$ cat src/rtl/cci_mpf_if_pkg.sv
// Request/response payload types shared by the CCI-MPF interface and shims.
// Each struct carries its own valid bit as the MSB.
package cci_mpf_if_pkg;

  typedef struct packed {
    logic        valid;
    logic [15:0] addr;
    logic [7:0]  mdata;
  } t_if_cci_c0_Tx;

  typedef struct packed {
    logic        valid;
    logic [15:0] addr;
    logic [31:0] data;
  } t_if_cci_c1_Tx;

  typedef struct packed {
    logic        valid;
    logic [31:0] data;
  } t_if_cci_c2_Tx;

  typedef struct packed {
    logic        valid;
    logic [31:0] data;
    logic [7:0]  mdata;
  } t_if_cci_c0_Rx;

  typedef struct packed {
    logic        valid;
    logic [7:0]  mdata;
  } t_if_cci_c1_Rx;

endpackage

$ cat src/rtl/cci_mpf_if.sv
// CCI-MPF bundle: to_fiu is the view of a shim facing the platform,
// to_afu is the view of a shim facing the user logic.
interface cci_mpf_if;
  import cci_mpf_if_pkg::*;

  logic          reset_n;
  t_if_cci_c0_Tx c0Tx;
  t_if_cci_c1_Tx c1Tx;
  t_if_cci_c2_Tx c2Tx;
  logic          c0TxAlmFull;
  logic          c1TxAlmFull;
  t_if_cci_c0_Rx c0Rx;
  t_if_cci_c1_Rx c1Rx;

  modport to_fiu (
    input  reset_n, c0TxAlmFull, c1TxAlmFull, c0Rx, c1Rx,
    output c0Tx, c1Tx, c2Tx
  );

  modport to_afu (
    output reset_n, c0TxAlmFull, c1TxAlmFull, c0Rx, c1Rx,
    input  c0Tx, c1Tx, c2Tx
  );

endinterface

$ cat src/rtl/cci_mpf_shim_tx_fifo.sv
// Request FIFO for one Tx channel with occupancy-based almost-full and a
// sticky overflow flag; the head entry is readable without a read strobe.
module cci_mpf_shim_tx_fifo #(
  parameter type T_DATA        = logic,
  parameter int  N_ENTRIES     = 16,
  parameter int  ALMFULL_SLACK = 8
) (
  input  logic                         clk,
  input  logic                         reset_n,
  input  logic                         enq_en_i,
  input  T_DATA                        enq_data_i,
  input  logic                         deq_en_i,
  output T_DATA                        first_o,
  output logic                         not_empty_o,
  output logic                         alm_full_o,
  output logic                         overflow_o,
  output logic [$clog2(N_ENTRIES):0]   occupancy_o
);

  localparam int PTR_W = $clog2(N_ENTRIES);
  localparam int CNT_W = PTR_W + 1;
  localparam logic [CNT_W-1:0] FULL_CNT    = CNT_W'(N_ENTRIES);
  localparam logic [CNT_W-1:0] ALMFULL_CNT = CNT_W'(N_ENTRIES - ALMFULL_SLACK);

  T_DATA             mem_q [N_ENTRIES];
  logic [PTR_W-1:0]  wr_ptr_q, wr_ptr_d;
  logic [PTR_W-1:0]  rd_ptr_q, rd_ptr_d;
  logic [CNT_W-1:0]  cnt_q, cnt_d;
  logic              ovf_q, ovf_d;
  logic              enq_ok;
  logic              deq_ok;

  // Fullness is judged on the pre-dequeue count, so a dequeue in the same
  // cycle never rescues an enqueue that arrives while full.
  always_comb begin
    enq_ok   = enq_en_i && (cnt_q != FULL_CNT);
    deq_ok   = deq_en_i && (cnt_q != '0);
    wr_ptr_d = wr_ptr_q + PTR_W'(enq_ok);
    rd_ptr_d = rd_ptr_q + PTR_W'(deq_ok);
    cnt_d    = cnt_q + CNT_W'(enq_ok) - CNT_W'(deq_ok);
    ovf_d    = ovf_q | (enq_en_i && !enq_ok);
  end

  always_ff @(posedge clk or negedge reset_n) begin
    if (!reset_n) begin
      wr_ptr_q <= '0;
      rd_ptr_q <= '0;
      cnt_q    <= '0;
      ovf_q    <= 1'b0;
    end else begin
      wr_ptr_q <= wr_ptr_d;
      rd_ptr_q <= rd_ptr_d;
      cnt_q    <= cnt_d;
      ovf_q    <= ovf_d;
    end
  end

  always_ff @(posedge clk) begin
    if (enq_ok) begin
      mem_q[wr_ptr_q] <= enq_data_i;
    end
  end

  assign first_o     = mem_q[rd_ptr_q];
  assign not_empty_o = (cnt_q != '0);
  assign alm_full_o  = (cnt_q >= ALMFULL_CNT);
  assign overflow_o  = ovf_q;
  assign occupancy_o = cnt_q;

endmodule

$ cat src/rtl/cci_mpf_shim_tx_buffer.sv
// Buffers AFU c0/c1 requests in per-channel FIFOs and releases them to the
// FIU only while the FIU is not asserting almost-full on that channel.
module cci_mpf_shim_tx_buffer
  import cci_mpf_if_pkg::*;
#(
  parameter int N_ENTRIES     = 16,
  parameter int ALMFULL_SLACK = 8,
  parameter int REGISTER_RX   = 1
) (
  input  logic                        clk,
  input  logic                        reset_n,
  cci_mpf_if.to_fiu                   fiu,
  cci_mpf_if.to_afu                   afu,
  output logic                        c0_overflow,
  output logic                        c1_overflow,
  output logic [$clog2(N_ENTRIES):0]  c0_occupancy,
  output logic [$clog2(N_ENTRIES):0]  c1_occupancy
);

  t_if_cci_c0_Tx c0_head;
  t_if_cci_c1_Tx c1_head;
  logic          c0_not_empty, c1_not_empty;
  logic          c0_deq, c1_deq;
  logic          afu_reset_n_q;
  t_if_cci_c2_Tx c2_tx_q;

  assign c0_deq = c0_not_empty && !fiu.c0TxAlmFull;
  assign c1_deq = c1_not_empty && !fiu.c1TxAlmFull;

  cci_mpf_shim_tx_fifo #(
    .T_DATA(t_if_cci_c0_Tx), .N_ENTRIES(N_ENTRIES), .ALMFULL_SLACK(ALMFULL_SLACK)
  ) u_c0_fifo (
    .clk(clk), .reset_n(reset_n),
    .enq_en_i(afu.c0Tx.valid), .enq_data_i(afu.c0Tx), .deq_en_i(c0_deq),
    .first_o(c0_head), .not_empty_o(c0_not_empty), .alm_full_o(afu.c0TxAlmFull),
    .overflow_o(c0_overflow), .occupancy_o(c0_occupancy)
  );

  cci_mpf_shim_tx_fifo #(
    .T_DATA(t_if_cci_c1_Tx), .N_ENTRIES(N_ENTRIES), .ALMFULL_SLACK(ALMFULL_SLACK)
  ) u_c1_fifo (
    .clk(clk), .reset_n(reset_n),
    .enq_en_i(afu.c1Tx.valid), .enq_data_i(afu.c1Tx), .deq_en_i(c1_deq),
    .first_o(c1_head), .not_empty_o(c1_not_empty), .alm_full_o(afu.c1TxAlmFull),
    .overflow_o(c1_overflow), .occupancy_o(c1_occupancy)
  );

  // Valid comes from the dequeue decision, not from the stored copy.
  always_comb begin
    fiu.c0Tx       = c0_head;
    fiu.c0Tx.valid = c0_deq;
  end

  always_comb begin
    fiu.c1Tx       = c1_head;
    fiu.c1Tx.valid = c1_deq;
  end

  always_ff @(posedge clk or negedge reset_n) begin
    if (!reset_n) begin
      afu_reset_n_q <= 1'b0;
      c2_tx_q       <= '0;
    end else begin
      afu_reset_n_q <= fiu.reset_n;
      c2_tx_q       <= afu.c2Tx;
    end
  end

  assign afu.reset_n = afu_reset_n_q;
  assign fiu.c2Tx    = c2_tx_q;

  if (REGISTER_RX != 0) begin : g_rx_reg
    t_if_cci_c0_Rx c0_rx_q;
    t_if_cci_c1_Rx c1_rx_q;

    always_ff @(posedge clk or negedge reset_n) begin
      if (!reset_n) begin
        c0_rx_q <= '0;
        c1_rx_q <= '0;
      end else begin
        c0_rx_q <= fiu.c0Rx;
        c1_rx_q <= fiu.c1Rx;
      end
    end

    assign afu.c0Rx = c0_rx_q;
    assign afu.c1Rx = c1_rx_q;
  end else begin : g_rx_pass
    assign afu.c0Rx = fiu.c0Rx;
    assign afu.c1Rx = fiu.c1Rx;
  end

endmodule
$ cat src/flat_wrapper.sv
// flat-port wrapper written by rule: the top's interface ports become plain ports
module cci_mpf_shim_tx_buffer_flat import cci_mpf_if_pkg::*;
#(
  parameter int N_ENTRIES     = 16,
  parameter int ALMFULL_SLACK = 8,
  parameter int REGISTER_RX   = 1
)
  (clk, reset_n, c0_overflow, c1_overflow, c0_occupancy, c1_occupancy, fiu_reset_n, fiu_c0TxAlmFull, fiu_c1TxAlmFull, fiu_c0Rx, fiu_c1Rx, fiu_c0Tx, fiu_c1Tx, fiu_c2Tx, afu_reset_n, afu_c0TxAlmFull, afu_c1TxAlmFull, afu_c0Rx, afu_c1Rx, afu_c0Tx, afu_c1Tx, afu_c2Tx);
  cci_mpf_if fiu_i ();
  cci_mpf_if afu_i ();
  input  logic clk;
  input  logic reset_n;
  output logic c0_overflow;
  output logic c1_overflow;
  output logic [$clog2(N_ENTRIES):0] c0_occupancy;
  output logic [$clog2(N_ENTRIES):0] c1_occupancy;
  input wire logic [$bits(fiu_i.reset_n)-1:0] fiu_reset_n;
  input wire logic [$bits(fiu_i.c0TxAlmFull)-1:0] fiu_c0TxAlmFull;
  input wire logic [$bits(fiu_i.c1TxAlmFull)-1:0] fiu_c1TxAlmFull;
  input wire logic [$bits(fiu_i.c0Rx)-1:0] fiu_c0Rx;
  input wire logic [$bits(fiu_i.c1Rx)-1:0] fiu_c1Rx;
  output wire logic [$bits(fiu_i.c0Tx)-1:0] fiu_c0Tx;
  output wire logic [$bits(fiu_i.c1Tx)-1:0] fiu_c1Tx;
  output wire logic [$bits(fiu_i.c2Tx)-1:0] fiu_c2Tx;
  output wire logic [$bits(afu_i.reset_n)-1:0] afu_reset_n;
  output wire logic [$bits(afu_i.c0TxAlmFull)-1:0] afu_c0TxAlmFull;
  output wire logic [$bits(afu_i.c1TxAlmFull)-1:0] afu_c1TxAlmFull;
  output wire logic [$bits(afu_i.c0Rx)-1:0] afu_c0Rx;
  output wire logic [$bits(afu_i.c1Rx)-1:0] afu_c1Rx;
  input wire logic [$bits(afu_i.c0Tx)-1:0] afu_c0Tx;
  input wire logic [$bits(afu_i.c1Tx)-1:0] afu_c1Tx;
  input wire logic [$bits(afu_i.c2Tx)-1:0] afu_c2Tx;
  assign fiu_i.reset_n = fiu_reset_n;
  assign fiu_i.c0TxAlmFull = fiu_c0TxAlmFull;
  assign fiu_i.c1TxAlmFull = fiu_c1TxAlmFull;
  assign fiu_i.c0Rx = fiu_c0Rx;
  assign fiu_i.c1Rx = fiu_c1Rx;
  assign fiu_c0Tx = fiu_i.c0Tx;
  assign fiu_c1Tx = fiu_i.c1Tx;
  assign fiu_c2Tx = fiu_i.c2Tx;
  assign afu_reset_n = afu_i.reset_n;
  assign afu_c0TxAlmFull = afu_i.c0TxAlmFull;
  assign afu_c1TxAlmFull = afu_i.c1TxAlmFull;
  assign afu_c0Rx = afu_i.c0Rx;
  assign afu_c1Rx = afu_i.c1Rx;
  assign afu_i.c0Tx = afu_c0Tx;
  assign afu_i.c1Tx = afu_c1Tx;
  assign afu_i.c2Tx = afu_c2Tx;
  cci_mpf_shim_tx_buffer #(.N_ENTRIES(N_ENTRIES), .ALMFULL_SLACK(ALMFULL_SLACK), .REGISTER_RX(REGISTER_RX)) u_core (.clk(clk), .reset_n(reset_n), .fiu(fiu_i), .afu(afu_i), .c0_overflow(c0_overflow), .c1_overflow(c1_overflow), .c0_occupancy(c0_occupancy), .c1_occupancy(c1_occupancy));
endmodule
$ cat config.mk
export PLATFORM = sky130hd
export DESIGN_NAME = cci_mpf_shim_tx_buffer_flat
export DESIGN_NICKNAME = d
export VERILOG_FILES = /design/src/rtl/cci_mpf_if_pkg.sv /design/src/rtl/cci_mpf_if.sv /design/src/rtl/cci_mpf_shim_tx_fifo.sv /design/src/rtl/cci_mpf_shim_tx_buffer.sv /design/src/flat_wrapper.sv
export SDC_FILE = /design/constraint.sdc
export NUM_CORES = 1
export LEC_CHECK = 0
export BUFFER_PORTS_ARGS = -buffer_cell sky130_fd_sc_hd__buf_2
export CAP_MARGIN = 20
export CORE_ASPECT_RATIO = 0.75
export CORE_MARGIN = 4
export CORE_UTILIZATION = 60
export CTS_BUF_LIST = sky130_fd_sc_hd__clkbuf_16
export CTS_CLUSTER_SIZE = 24
export DETAILED_ROUTE_END_ITERATION = 7
export PLACE_DENSITY = 0.78
export SLEW_MARGIN = 5
export SYNTH_ARGS = -nofsm -noshare
export SYNTH_HDL_FRONTEND = slang
export SYNTH_HIERARCHICAL = 1
export SYNTH_SLANG_ARGS = --single-unit
export TNS_END_PERCENT = 1
$ cat constraint.sdc
create_clock -name clk -period 11.3 [get_ports clk]
set_clock_uncertainty 0.1 [all_clocks]
set_input_delay 0.565 -clock clk [delete_from_list [all_inputs] [get_ports clk]]
set_output_delay 0.565 -clock clk [all_outputs]
set_load 0.03 [all_outputs]
[Word-level counts from Yosys, hierarchy flattened]
Memories as Yosys holds them, arrays and structs flattened.
Index checks and enable logic that the tools add are counted.
Word-level totals
  input port bits: 162
  bits in registers: 112
  memories: 2
  RAM bits: 1184
Operators by class
  $lt $le $gt $ge: 2
  reductions and logical operators: 14
  $add $sub $neg: 8
  mux-type cells: 4
  bitwise operators: 2
  eq/ne operators: 2
Memories
  u_core.u_c1_fifo.mem_q: depth 16, width 49, rd ports 1, clocked after Yosys merged registers in 0, write ports 1, RTL line cci_mpf_shim_tx_fifo.sv:25  | T_DATA mem_q [N_ENTRIES];
  u_core.u_c0_fifo.mem_q: depth 16, width 25, rd ports 1, clocked after Yosys merged registers in 0, write ports 1, RTL line cci_mpf_shim_tx_fifo.sv:25
Operator list (count)
  4-bit by 1-bit adder with 4-bit output: 4
  5-bit by 1-bit adder with 5-bit output: 2
  5-bit by 4-bit >= comparator with 1-bit output, second input constant: 2
  5-bit != test, second input constant: 2
  5-bit nonzero test: 2
  5-bit by 1-bit subtractor with 5-bit output: 2
  1-bit logical AND: 8
  1-bit logical NOT: 4
  1-bit two-way mux: 4
  1-bit OR: 2

[Logic depth before layout (Yosys ltp)]
  word-level depth: 5
  mapped depth: 14

[Hierarchy]
Netlist, hierarchy kept.
By module, submodules not included
  cci_mpf_shim_tx_fifo (u_core.u_c1_fifo): area each 30138.9 µm², cells an instance 1280, instances 1
  cci_mpf_shim_tx_fifo (u_core.u_c0_fifo): area each 15760.1 µm², cells an instance 696, instances 1
  cci_mpf_shim_tx_buffer: area each 2144.6 µm², cells an instance 88, instances 1

[Least setup slack after synthesis]
No wires, ideal clock.
  path type: reg-to-reg
  start: reg u_core.u_c1_fifo.cnt_q[2], in the netlist u_core/u_c1_fifo/occupancy_o[2]
  end: mem u_core/u_c1_fifo/mem_q[0][0] in the netlist's numbering, enable pin
  arrival: 4.758 ns
  library setup time: 0.516 ns
  cell stages (with the launch flop): 7
  path slack: 5.926 ns
  path through: dfrtp_1 inv_1 ha_1 nand2_1 o31ai_1 or3_1 nor3_1
On the way
  cells in the longest elaborated chain, start to end: 4
Ends and longest elaborated chain
  start: declaration: RTL line cci_mpf_shim_tx_fifo.sv:28  | logic [CNT_W-1:0] cnt_q, cnt_d;
  start signal: assignment: RTL line cci_mpf_shim_tx_fifo.sv:53  | cnt_q <= cnt_d;
  5-bit != test: RTL line cci_mpf_shim_tx_fifo.sv:36  | enq_ok = enq_en_i && (cnt_q != FULL_CNT);
  1-bit logical AND: RTL line cci_mpf_shim_tx_fifo.sv:36
  1-bit two-way mux: RTL line cci_mpf_shim_tx_fifo.sv:59  | if (enq_ok) begin
  1-bit two-way mux (not written as such): RTL line cci_mpf_shim_tx_fifo.sv:60  | mem_q[wr_ptr_q] <= enq_data_i;
  end: declaration: RTL line cci_mpf_shim_tx_fifo.sv:25
Every way passes these cells.

[Final worst setup path]
  start: reg u_core.u_c1_fifo.rd_ptr_q[0]
  end: out fiu_c1Tx[38]
On the way
  cells in the longest elaborated chain, start to end: 1
Ends and longest elaborated chain
  start: declaration: RTL line cci_mpf_shim_tx_fifo.sv:27  | logic [PTR_W-1:0] rd_ptr_q, rd_ptr_d;
  start signal: assignment: RTL line cci_mpf_shim_tx_fifo.sv:52  | rd_ptr_q <= rd_ptr_d;
  memory 16 x 49 bit
  end: declaration: RTL line flat_wrapper.sv:23  | output wire logic [$bits(fiu_i.c1Tx)-1:0] fiu_c1Tx;
Every way passes these cells.

==> reports/qor.yml <==
nNetsFinal: 2689
critPathMaxFanout: 103
dieArea_um2: 82690
grt_pass1_wl_um: 162600
whs_endpoint: "u_core/u_c0_fifo/overflow_o$_DFF_PN0_"
grt_pass1_vias: 24230
fmax_mhz: 186.1
reg2reg_setup_slack_ns: 7.83
cp-start-kind: "flop"
hp-start: "afu_c0Tx[24]"
p_int_uw: 9409
crit_type: "reg -> out"
dp_cells: 3335
gp_congestion: 0.9207
drive_above_1_share_pct: 33.86
leakage_uw: 0.01852
io_pins: 334
fin_crit_ns: 5.373
worstPathRequired_ns: 10.64
die-height_um: 250.0
initial_core_util_pct: 60.72
combinationalPowerShare_pct: 30.6
clk_pin_slew_ns: 0.06
met1_length_um: 40490
fin_tns_setup_ns: 0
cts_sinks: 1264
grt.total_usage_pct: 27.13
status: "complete, no violations"
swShare_pct: 33.16
min_path_cells: 2
core_um2: 77180
cts_buffer_depth: 3
htreeDepth: 3
drtIter0Drc: 2426
synthCells: 2018
p_per_area_nw_per_um2: 258.7
synth_area_um2: 46860
syn_avg_cell_area_um2: 23.22
period_share_pct: 47.55
ant_nets: 0
r2r-end: "u_core/u_c1_fifo/mem_q[2][19]$_DFFE_PP_"
rows: 88
grt_max_degree: 104
cts_made_buffers: 112
hold_viol: 0
setup_viol: 0
synth_warnings: 6
final_max_slew_viol_count: 0
via_count: 23160
drc_errors: 0
crit_path_end_kind: "output port"
rr_worst_depth: 8
fill_cells: 4443
routed-wl-met3_um: 9824
finalWirelength_um: 110300
clkLatencyLatePin_ns: 0.69
slew_headroom_pct: 35.06
io_buffers: 333
pre_cts_ws_ns: 6.555
antenna_found_initial: 18
syn_to_final_growth_pct: 16.10
cts_tree: "done"
seqPwrFrac_pct: 42.6
final_common_cell: "edfxtp_1"
post_drt_via_cell_ratio: 6.364
r2r-start: "u_core/u_c1_fifo/occupancy_o[2]$_DFF_PN0_"
root_buffer: "clkbuf_16"
dr.pass1.iters: 8
dp_hpwl_um: 58200
grt.overflow.total: 0
syn-num-nets: 2206
clkPwrFrac_pct: 26.8
worst_pin_slew_ns: 0.9717
wl_met2_um: 56410
power.switching_uw: 4667
hold_class: "in -> reg"
setup_ws_ns: 5.927
vdd_drop_max_uv: 258.7
top_layer: "met5"
final_cell_mix: "edfxtp_1 (1152), buf_2 (332), mux4_2 (284)"
avgRoutedWirePerCell_um: 30.30
final_cell_count_no_fill: 3639
cap_violations: 0
die_w_um: 330.7
cts_resized: 0
rsz0062_at_grt: "no"
cp_data_arrival_time_ns: 4.71
## routing by layer
| layer | vias up | track usage (%) |
|---|---|---|
| met5 | - | 0 |
| met1 | 12250 | 36.73 |
| li1 | 9422 | - |
| met2 | 1232 | 44.55 |
| met3 | 238 | 6.202 |
| met4 | 12 | 8.940 |
## how the worst max path moves through the flow
stage	startpoint	end	slack [ns]	cells after the start
floorplan	u_core/u_c1_fifo/occupancy_o[2]$_DFF_PN0_	u_core/u_c1_fifo/mem_q[0][0]$_DFFE_PP_	6.00	6
global placement	u_core/u_c1_fifo/rd_ptr_q[0]$_DFF_PN0_	fiu_c1Tx[45]	6.62	6
finish	u_core/u_c1_fifo/rd_ptr_q[0]$_DFF_PN0_	fiu_c1Tx[38]	5.93	6
global route	u_core/u_c1_fifo/rd_ptr_q[0]$_DFF_PN0_	fiu_c1Tx[45]	5.51	6
detailed placement	u_core/u_c1_fifo/rd_ptr_q[0]$_DFF_PN0_	fiu_c1Tx[40]	6.55	6
CTS	u_core/u_c1_fifo/rd_ptr_q[0]$_DFF_PN0_	fiu_c1Tx[45]	5.77	6
## critical path: stages, from the launching register on
cell	delay, ns
dfrtp_4	1.00
buf_4	0.87
buf_12	0.56
mux4_2	0.61
a22oi_1	0.22
nand2_1	0.17
buf_2	0.22
## registers in the layout, summed over array words and instances, names as in the netlist
register                      flops
u_core/u_c1_fifo/mem_q          768
u_core/u_c0_fifo/mem_q          384
u_core/afu.c0Rx                  41
u_core/fiu.c2Tx                  33
u_core/afu.c1Rx                   9
u_core/u_c0_fifo/occupancy_o      5
u_core/u_c1_fifo/occupancy_o      5
u_core/u_c0_fifo/rd_ptr_q         4
u_core/u_c0_fifo/wr_ptr_q         4
u_core/u_c1_fifo/rd_ptr_q         4
u_core/u_c1_fifo/wr_ptr_q         4
u_core/afu.reset_n                1
u_core/u_c0_fifo/overflow_o       1
u_core/u_c1_fifo/overflow_o       1
## power groups by stage
stage / combinational (uW) / clock, uW / sequential, uW
global placement: 4180 / 0 / 6050
floorplan: 3070 / 0 / 5960
CTS: 4330 / 3830 / 6000
global route: 4540 / 4030 / 6050
finish: 4310 / 3770 / 6000
detailed placement: 4280 / 0 / 6080
## what timing repair did
item | in CTS | in global routing
setup buffers | 0 | 0
hold endpoints to repair | 117 | 0
endpoints found under the setup margin | 0 | 0
hold buffers | 85 | 0
## layout make-up
class	count	area, um^2	share of cell area [%]
Sequential cell	1264	37410	68.75
Multi-Input combinational cell	630	8975	16.49
Inverter	20	75.07	0.1380
Clock buffer	115	2878	5.289
Timing Repair Buffer	473	2998	5.510
Tap cell	1035	1295	2.380
Antenna cell	11	27.53	0.05059
Clock inverter	91	753.2	1.384
## per-stage QoR
step                      hold slack (ns)  total power (uW)  instance area, um^2  utilization (%)
after floorplan                    0.1694              9030                46860                -
after global placement             0.3469             10230                49830            64.56
after detailed placement           0.3521             10360                49850            64.58
after CTS                         0.01001             14160                54330            70.39
after global routing              0.02623             14620                54400            70.48
final                             0.06263             14080                54410            70.50
(Power assumes the default switching activity.)
